### config.mk
export PLATFORM = sky130hd
export DESIGN_NAME = t30_stack_node
export DESIGN_NICKNAME = d
export VERILOG_FILES = /design/src/rtl/t30_stack_node.sv
export SDC_FILE = /design/constraint.sdc
export NUM_CORES = 1
export LEC_CHECK = 0
export CAP_MARGIN = 10
export CORE_MARGIN = 2
export CORE_UTILIZATION = 32
export CTS_CLUSTER_SIZE = 14
export DETAILED_ROUTE_END_ITERATION = 6
export SLEW_MARGIN = 30
export SYNTH_ARGS = -nofsm -noshare
export SYNTH_HDL_FRONTEND = slang
export SYNTH_SLANG_ARGS = --single-unit
### constraint.sdc
create_clock -name clk -period 6.3 [get_ports clk]
set_clock_uncertainty 0.2 [all_clocks]
set_input_delay 1.575 -clock clk [delete_from_list [all_inputs] [get_ports clk]]
set_output_delay 1.575 -clock clk [all_outputs]
set_load 0.005 [all_outputs]
### src/rtl/t30_stack_node.sv
// t30_stack_node
// ---------------------------------------------------------------------------
// Stack memory node for the TIS-100 mesh. Neighbouring compute nodes push
// signed words in on any of four directions and pop them back, last-in
// first-out, on any of four directions. At most one push and one pop happen
// per cycle; each side picks its port with its own round-robin pointer.
//
// Ports
//   clk, reset                      clock and synchronous active-high reset
//   <dir>_in_data  [WIDTH]          word offered for push on that direction
//   <dir>_in_valid                  push request
//   <dir>_in_ready                  push accepted when valid & ready
//   <dir>_out_data [WIDTH]          current top of stack (0 when empty),
//                                   identical on all four directions
//   <dir>_out_valid                 pop offer
//   <dir>_out_ready                 pop request, pop happens on valid & ready
//   <dir> is left (0), right (1), up (2), down (3) in arbitration order.
// ---------------------------------------------------------------------------
module t30_stack_node #(
    parameter int DEPTH = 15,
    parameter int WIDTH = 11
) (
    input  logic             clk,
    input  logic             reset,

    input  logic [WIDTH-1:0] left_in_data,
    input  logic             left_in_valid,
    output logic             left_in_ready,
    input  logic [WIDTH-1:0] right_in_data,
    input  logic             right_in_valid,
    output logic             right_in_ready,
    input  logic [WIDTH-1:0] up_in_data,
    input  logic             up_in_valid,
    output logic             up_in_ready,
    input  logic [WIDTH-1:0] down_in_data,
    input  logic             down_in_valid,
    output logic             down_in_ready,

    output logic [WIDTH-1:0] left_out_data,
    output logic             left_out_valid,
    input  logic             left_out_ready,
    output logic [WIDTH-1:0] right_out_data,
    output logic             right_out_valid,
    input  logic             right_out_ready,
    output logic [WIDTH-1:0] up_out_data,
    output logic             up_out_valid,
    input  logic             up_out_ready,
    output logic [WIDTH-1:0] down_out_data,
    output logic             down_out_valid,
    input  logic             down_out_ready
);

    localparam int CW = $clog2(DEPTH + 1);
    localparam logic [CW-1:0] FULL = CW'(DEPTH);

    logic [WIDTH-1:0] mem [DEPTH];
    logic [CW-1:0]    count;
    logic [1:0]       in_rr;
    logic [1:0]       out_rr;

    logic [3:0]       in_valid;
    logic [3:0]       in_ready;
    logic [3:0]       out_valid;
    logic [3:0]       out_ready;
    logic [WIDTH-1:0] in_data [4];

    logic [1:0]       in_grant;
    logic [1:0]       out_grant;
    logic             in_found;
    logic             out_found;
    logic [1:0]       in_idx;
    logic [1:0]       out_idx;

    logic             push_fire;
    logic             pop_fire;
    logic [WIDTH-1:0] push_data;
    logic [CW-1:0]    top_idx;
    logic [CW-1:0]    wr_idx;
    logic [WIDTH-1:0] top_data;

    // Gather the four directions into indexed vectors so that the arbiters
    // and the datapath can work on a port number instead of names.
    assign in_valid   = {down_in_valid, up_in_valid, right_in_valid, left_in_valid};
    assign out_ready  = {down_out_ready, up_out_ready, right_out_ready, left_out_ready};
    assign in_data[0] = left_in_data;
    assign in_data[1] = right_in_data;
    assign in_data[2] = up_in_data;
    assign in_data[3] = down_in_data;

    // Push arbiter: walk the ports starting at the round-robin pointer and
    // take the first one that is requesting. With nobody requesting, the
    // pointer's own port is offered ready so a neighbour that raises valid
    // later can complete in a single cycle.
    always_comb begin
        in_grant = in_rr;
        in_found = 1'b0;
        in_idx   = '0;
        for (int i = 0; i < 4; i++) begin
            in_idx = in_rr + 2'(i);
            if (!in_found && in_valid[in_idx]) begin
                in_grant = in_idx;
                in_found = 1'b1;
            end
        end
    end

    // Pop arbiter: same scan, driven by the neighbours' ready lines. The
    // connection rule guarantees those readies never depend on our valids,
    // so this does not form a combinational loop.
    always_comb begin
        out_grant = out_rr;
        out_found = 1'b0;
        out_idx   = '0;
        for (int i = 0; i < 4; i++) begin
            out_idx = out_rr + 2'(i);
            if (!out_found && out_ready[out_idx]) begin
                out_grant = out_idx;
                out_found = 1'b1;
            end
        end
    end

    // A full stack refuses every push even when a pop happens in the same
    // cycle; that keeps ready independent of the pop side. Reset silences
    // both handshakes so nothing is accepted or offered while it is high.
    assign in_ready  = (count != FULL && !reset) ? (4'b0001 << in_grant) : 4'b0000;
    assign out_valid = (count != '0 && !reset) ? (4'b0001 << out_grant) : 4'b0000;

    assign push_fire = |(in_valid & in_ready);
    assign pop_fire  = |(out_valid & out_ready);
    assign push_data = in_data[in_grant];

    // The top entry sits just below count. A push that coincides with a pop
    // overwrites that top slot, since the old top leaves in the same cycle.
    assign top_idx  = count - 1'b1;
    assign wr_idx   = pop_fire ? top_idx : count;
    assign top_data = (count != '0 && !reset) ? mem[top_idx] : '0;

    assign left_in_ready   = in_ready[0];
    assign right_in_ready  = in_ready[1];
    assign up_in_ready     = in_ready[2];
    assign down_in_ready   = in_ready[3];
    assign left_out_valid  = out_valid[0];
    assign right_out_valid = out_valid[1];
    assign up_out_valid    = out_valid[2];
    assign down_out_valid  = out_valid[3];
    assign left_out_data   = top_data;
    assign right_out_data  = top_data;
    assign up_out_data     = top_data;
    assign down_out_data   = top_data;

    // Storage array. It carries no reset because count alone decides which
    // entries are meaningful; stale contents are never visible.
    always_ff @(posedge clk) begin
        if (push_fire) begin
            mem[wr_idx] <= push_data;
        end
    end

    // Occupancy and arbiter pointers. A simultaneous push and pop leaves
    // count alone. Each pointer moves past the port it just served, which
    // bounds how long any steadily requesting port can be passed over.
    always_ff @(posedge clk) begin
        if (reset) begin
            count  <= '0;
            in_rr  <= 2'd0;
            out_rr <= 2'd0;
        end else begin
            if (push_fire && !pop_fire) begin
                count <= count + 1'b1;
            end else if (pop_fire && !push_fire) begin
                count <= count - 1'b1;
            end
            if (push_fire) begin
                in_rr <= in_grant + 2'd1;
            end
            if (pop_fire) begin
                out_rr <= out_grant + 2'd1;
            end
        end
    end

endmodule

# Word-level counts from Yosys, hierarchy flattened
# Memory sizes are Yosys's and may differ from the RTL's.
# Index checks and enable logic that the tools add are counted.
# totals
ramBits,165
output_inout_bits,52
wordCells,91
n_memories,1
in_bits,54
reg_bits,8
# classes
addsub,10
order_cmp,9
bitwise,3
n_eq_ne,1
shift,2
n_reduce_logical,23
n_mux,39
# memory_table
memory,words,width,read_ports,rd_ports_with_merged_regs,wr,line_no,rtl
mem,15,11,1,0,1,56,logic [WIDTH-1:0] mem [DEPTH];
# ops
op,n
11-bit 2-to-1 mux,3
"2-bit by 3-bit less-than comparator with 1-bit output, second input constant",8
11-bit binary-select mux with 2-bit select,1
4-bit 2-to-1 mux,5
1-bit binary-select mux with 2-bit select,8
1-bit 2-to-1 mux,16
2-bit 2-to-1 mux,6
1-bit logical AND,10
1-bit logical NOT,9
"2-bit by 1-bit adder with 2-bit output, second input constant",4
"2-bit adder, second input constant",4
4-bit bitwise AND,2
4-bit OR reduction,2
"1-bit by 2-bit << shifter with 4-bit output, first input constant",2
"4-bit by 1-bit adder with 4-bit output, second input constant",1
"4-bit inequality test, second input constant",1
4-bit nonzero test,1
"4-bit by 1-bit subtractor with 4-bit output, second input constant",1
"3-bit >= comparator, second input constant",1
2-bit NOT with 3-bit output,1
2-bit nonzero test,1

# Logic depth before layout (Yosys ltp)
# depth
depth_word,20
depth_mapped,14
mapped_depth_nobuf,12

# Least setup slack after synthesis
# No wires, ideal clock.
# synth_path
kind,input port to output port
start,in left_in_valid
end,out left_in_ready
path_stages,7
required_time_ns,4.525
setup_slack_ns,1.645
path_buffers,1
arrival_time_ns,2.880
path_cell_list,nor2b_1 -> or4_4 -> nand2_4 -> buf_12 -> inv_1 -> ha_1 -> and2_1
# synth_between
elab_chain_cells,14
elab_cells_between_ends,22
classes_between,shift (1); mux (15); reduce/logical (6)
# synth_rtl
item,line_no,rtl
start: declaration,27,"input logic left_in_valid,"
1-bit binary-select mux with 2-bit select,100,if (!in_found && in_valid[in_idx]) begin
1-bit 2-to-1 mux (not written as such),100,
1-bit 2-to-1 mux,100,
1-bit logical NOT,100,
1-bit logical AND,100,
1-bit 2-to-1 mux,100,
1-bit logical NOT,100,
1-bit logical AND,100,
1-bit 2-to-1 mux,100,
1-bit logical NOT,100,
1-bit logical AND,100,
2-bit 2-to-1 mux *,100,
1-bit by 2-bit << shifter with 4-bit output *,126,assign in_ready = (count != FULL && !reset) ? (4'b0001 << in_grant) : 4'b0000;
4-bit 2-to-1 mux *,126,
end: declaration,28,"output logic left_in_ready,"
# Mark *: on every way between the ends. The rest lies on a longest branch, timed or not. The select of a mux whose other input is x is not followed.

# Worst setup path after layout
# layout_path
start,in down_in_valid
end,out left_in_ready
# layout_between
elab_chain_cells,14
elab_cells_between_ends,22
classes_between,shift (1); mux (15); reduce/logical (6)
# layout_rtl
item,line_no,rtl
start: declaration,36,"input logic down_in_valid,"
1-bit binary-select mux with 2-bit select,100,
1-bit 2-to-1 mux (not written as such),100,
1-bit 2-to-1 mux,100,
1-bit logical NOT,100,
1-bit logical AND,100,
1-bit 2-to-1 mux,100,
1-bit logical NOT,100,
1-bit logical AND,100,
1-bit 2-to-1 mux,100,
1-bit logical NOT,100,
1-bit logical AND,100,
2-bit 2-to-1 mux *,100,
1-bit by 2-bit << shifter with 4-bit output *,126,
4-bit 2-to-1 mux *,126,
# Marked as above.

==> impl_metrics.env <==
export IMPL_power_per_cell_area_nw_per_um2=426
export IMPL_detailroute_via_count=4516
export IMPL_p_leak_nw=3.17
export IMPL_cap_viol_max_count=0
export IMPL_cts_made_buffers=17
export IMPL_drt_pass1_iterations=5
export IMPL_root_buffer="sky130_fd_sc_hd__clkbuf_16"
export IMPL_worst_skew_pair_late_latency_ns=0.42
export IMPL_clock_sinks=173
export IMPL_postCtsSetupRepairBufs=0
export IMPL_drt_antenna_violating_nets=0
export IMPL_status="complete, no violations"
export IMPL_grt_start_max_net_pins=53
export IMPL_detail_route_wl_per_cell_um=18.3
export IMPL_critical_path_endpoint_type="output port"
export IMPL_drtIter0Drc=310
export IMPL_crit_path_cell_trace="clkdlybuf4s50_1 > and3b_1 > or4_4 > nand2_4 > inv_1 > ha_1 > and2_1 > clkdlybuf4s50_1"
export IMPL_synth_lib_cells_used_distinct=50
export IMPL_cpMaxStageDelayCell="sky130_fd_sc_hd__clkdlybuf4s50_1"
export IMPL_final_net_count=645
export IMPL_synthArstFlopShare_pct=0
export IMPL_synthFlopType="sky130_fd_sc_hd__edfxtp_1"
export IMPL_grt_busiest_layer="met2"
export IMPL_met1_usage_pct=15.6
export IMPL_core_region_area_um2=24400
export IMPL_synth_edf_count=165
export IMPL_placementRows=57
export IMPL_period_share_pct=87.7
export IMPL_share_of_final_layout_standard_cells_stronger_than_drive_strength_1_pct=19.6
export IMPL_global_route_met3_utilization_pct=3.11
export IMPL_worst_ir_drop_vdd_uv=194
export IMPL_start_util_pct=32.6
export IMPL_cts_hold_buffers_added=0
export IMPL_fin_crit_ns=5.53
export IMPL_synth_nets=554
export IMPL_worst_slew_pin_slew_ns=0.975
export IMPL_rsz_0062_raised_after_global_routing="no"
export IMPL_criticalPathCategory="in -> out"
export IMPL_max_freq_mhz=181
export IMPL_min_path_cells=2
export IMPL_remaining_global_route_overflow=0
export IMPL_clk_pin_slew_ns=0.07
export IMPL_finalSetupViolations=0
export IMPL_totalWireLength_um=16900
export IMPL_floorplan_die_width_um=162
export IMPL_synthesis_area_per_instance_um2=16.1
export IMPL_port_buffers=105
export IMPL_routabilityCongestion=0.767
export IMPL_synthCells=493
export IMPL_post_synthesis_instance_area_um2=7950
export IMPL_fin_tns_setup_ns=0
export IMPL_grt_pass1_vias=4602
export IMPL_cts_tree="built"
export IMPL_worst_hold_path_type="reg -> reg"
export IMPL_drc=0
export IMPL_num_fill_cells=2230
export IMPL_ys_seq_elements=173
export IMPL_die_area_um2=26100
export IMPL_io_pins=106
export IMPL_finish_utilization_pct=40.5
export IMPL_final_max_slew_violation_count=0
export IMPL_maxSlewHeadroom_pct=34.7
export IMPL_hold_viol_final=0
export IMPL_htree_levels=4
export IMPL_grt_first_pass_wirelength_um=25600
export IMPL_timing_reg2reg_worst_path_depth=6
export IMPL_postCtsResizedCells=0
export IMPL_critical_path_peak_fanout=6
export IMPL_antenna_found_initial=0
export IMPL_cp_data_required_time_ns=4.53
export IMPL_use_met2_pct=23.9
export IMPL_globalRouteTotalUtil_pct=13.4
export IMPL_worstSetupStartpointType="input pin"
export IMPL_max_clock_path_buffers=2
export IMPL_flow_area_growth_from_synthesis_pct=24.2
export IMPL_dp_final_hpwl_um=11300
export IMPL_post_layout_total_power_w=0.00421
export IMPL_num_antenna_cells=0
export IMPL_die_ht_um=162
export IMPL_ratio_of_routed_vias_to_standard_cells=4.90
export IMPL_sequential_to_total_area_share_from_yosys_stat_pct=64.3
export IMPL_cp_data_arrival_time_ns=3.75
export IMPL_critical_path_s_largest_stage_delay_ns=0.56
export IMPL_synth_warning_count=0
export IMPL_top_cell_by_count_worst_path="sky130_fd_sc_hd__clkdlybuf4s50_1"
cell usage after synthesis, types with 2 or more instances:
cell type                  instances  area share [%]
sky130_fd_sc_hd__a211oi_1         36             3.4
sky130_fd_sc_hd__a211oi_2          2            0.31
sky130_fd_sc_hd__a21oi_1           8            0.50
sky130_fd_sc_hd__a22oi_1           2            0.19
sky130_fd_sc_hd__and2_1            5            0.39
sky130_fd_sc_hd__and3_1            2            0.16
sky130_fd_sc_hd__buf_12            2            0.50
sky130_fd_sc_hd__buf_2            11            0.69
sky130_fd_sc_hd__buf_4            36             3.4
sky130_fd_sc_hd__clkbuf_1         10            0.47
sky130_fd_sc_hd__dfxtp_1           8             2.0
sky130_fd_sc_hd__edfxtp_1        165              62
sky130_fd_sc_hd__ha_1              7             1.1
sky130_fd_sc_hd__inv_1             6            0.28
sky130_fd_sc_hd__mux2i_1          58             7.3
sky130_fd_sc_hd__mux4_2           33             9.3
sky130_fd_sc_hd__nand2_1           2           0.094
sky130_fd_sc_hd__nand2b_1          4            0.31
sky130_fd_sc_hd__nand3_1           2            0.13
sky130_fd_sc_hd__nor2_1           38             1.8
sky130_fd_sc_hd__nor2b_1           4            0.31
sky130_fd_sc_hd__nor3_1            9            0.57
sky130_fd_sc_hd__nor3b_1           2            0.19
sky130_fd_sc_hd__nor4_1            3            0.24
sky130_fd_sc_hd__o21ai_0           5            0.31
sky130_fd_sc_hd__o21ai_1           4            0.25
sky130_fd_sc_hd__or3_1             2            0.16
sky130_fd_sc_hd__xnor2_1           3            0.33
sky130_fd_sc_hd__xor2_1            3            0.33
cells in the final DEF, fill, tap and decap left out, types with 5 or more instances in the layout:
cell type                           n
sky130_fd_sc_hd__a21oi_1            8
sky130_fd_sc_hd__nor3_1             8
sky130_fd_sc_hd__buf_4             25
sky130_fd_sc_hd__inv_1              6
sky130_fd_sc_hd__a211oi_1          36
sky130_fd_sc_hd__mux2i_2            7
sky130_fd_sc_hd__dfxtp_1            7
sky130_fd_sc_hd__and2_1             5
sky130_fd_sc_hd__nor2_1            38
sky130_fd_sc_hd__o21ai_0            5
sky130_fd_sc_hd__mux4_2            33
sky130_fd_sc_hd__clkdlybuf4s50_1  105
sky130_fd_sc_hd__ha_1               6
sky130_fd_sc_hd__inv_8              5
sky130_fd_sc_hd__mux2i_1           51
sky130_fd_sc_hd__clkbuf_16         17
sky130_fd_sc_hd__edfxtp_1         165
per-layer routing:
| layer | share of wire (%) | vias to the layer above |
|---|---|---|
| li1 | - | 2090 |
| met1 | 40 | 2278 |
| met2 | 52 | 128 |
| met3 | 6.0 | 20 |
| met4 | 1.8 | 0 |
| met5 | 0 | - |
report_power, final:
part           switching [W]  internal [W]  leakage, nW  total [W]
Combinational       0.000894      0.000845         1.33    0.00174
Sequential         0.0000434       0.00139         1.55    0.00144
Clock               0.000466      0.000565        0.283    0.00103
sequential cells by signal, summed over array words and instances (netlist names):
name    count
mem       165
count       4
in_rr       2
out_rr      2
metrics by stage:
step	cells	hold slack, ns	area, µm²	setup slack (ns)
after floorplan	493	0.299	7950	1.65
after global placement	888	0.317	9210	0.850
after detailed placement	888	0.328	9240	0.771
after CTS	920	0.337	9830	0.476
after global routing	921	0.383	9880	0.501
final	921	0.337	9880	0.773
path summary, 6_finish.rpt:
| check | start | end | slack (ns) |
|---|---|---|---|
| worst max-delay path | down_in_valid | left_in_ready | 0.77 |
| worst min-delay path | out_rr[0]$_SDFFE_PP0N_ | out_rr[0]$_SDFFE_PP0N_ | 0.34 |
| worst max register to register | count[0]$_SDFFE_PP0P_ | mem[0][5]$_DFFE_PP_ | 3.27 |
| worst min register to register | out_rr[0]$_SDFFE_PP0N_ | out_rr[0]$_SDFFE_PP0N_ | 0.34 |
cell families (layout without fill, tap and decap cells):
logic type,after synthesis,in the layout,synth area share (%)
and+or+nand+nor,82,82,5.49
DFF,173,173,64.3
buffers and inverters,67,171,5.54
AOI/OAI and AO/OA,66,66,6.03
xor gates and xnor gates,7,7,0.866
muxes,91,91,16.6
adders and majority gates,7,7,1.10
layout make-up:
| class | count | area, µm² | area share, % |
|---|---|---|---|
| well taps | 324 | 405 | 4.10 |
| clock buffers | 17 | 425 | 4.31 |
| clock inverters | 15 | 169 | 1.71 |
| flip-flops and latches | 173 | 5120 | 51.8 |
| multi-input cells | 253 | 2460 | 24.9 |
| repair buffers | 132 | 1280 | 12.9 |
| inverters | 7 | 26.3 | 0.266 |
worst max-delay path, delay by kind of cell:
kind                     cells  cell delay, ns
buffers and inverters        3            1.07
adder cells (fa/ha/maj)      1            0.22
AND/OR/NAND/NOR              4            0.89
No activity file was read; power rests on OpenSTA's default activity.
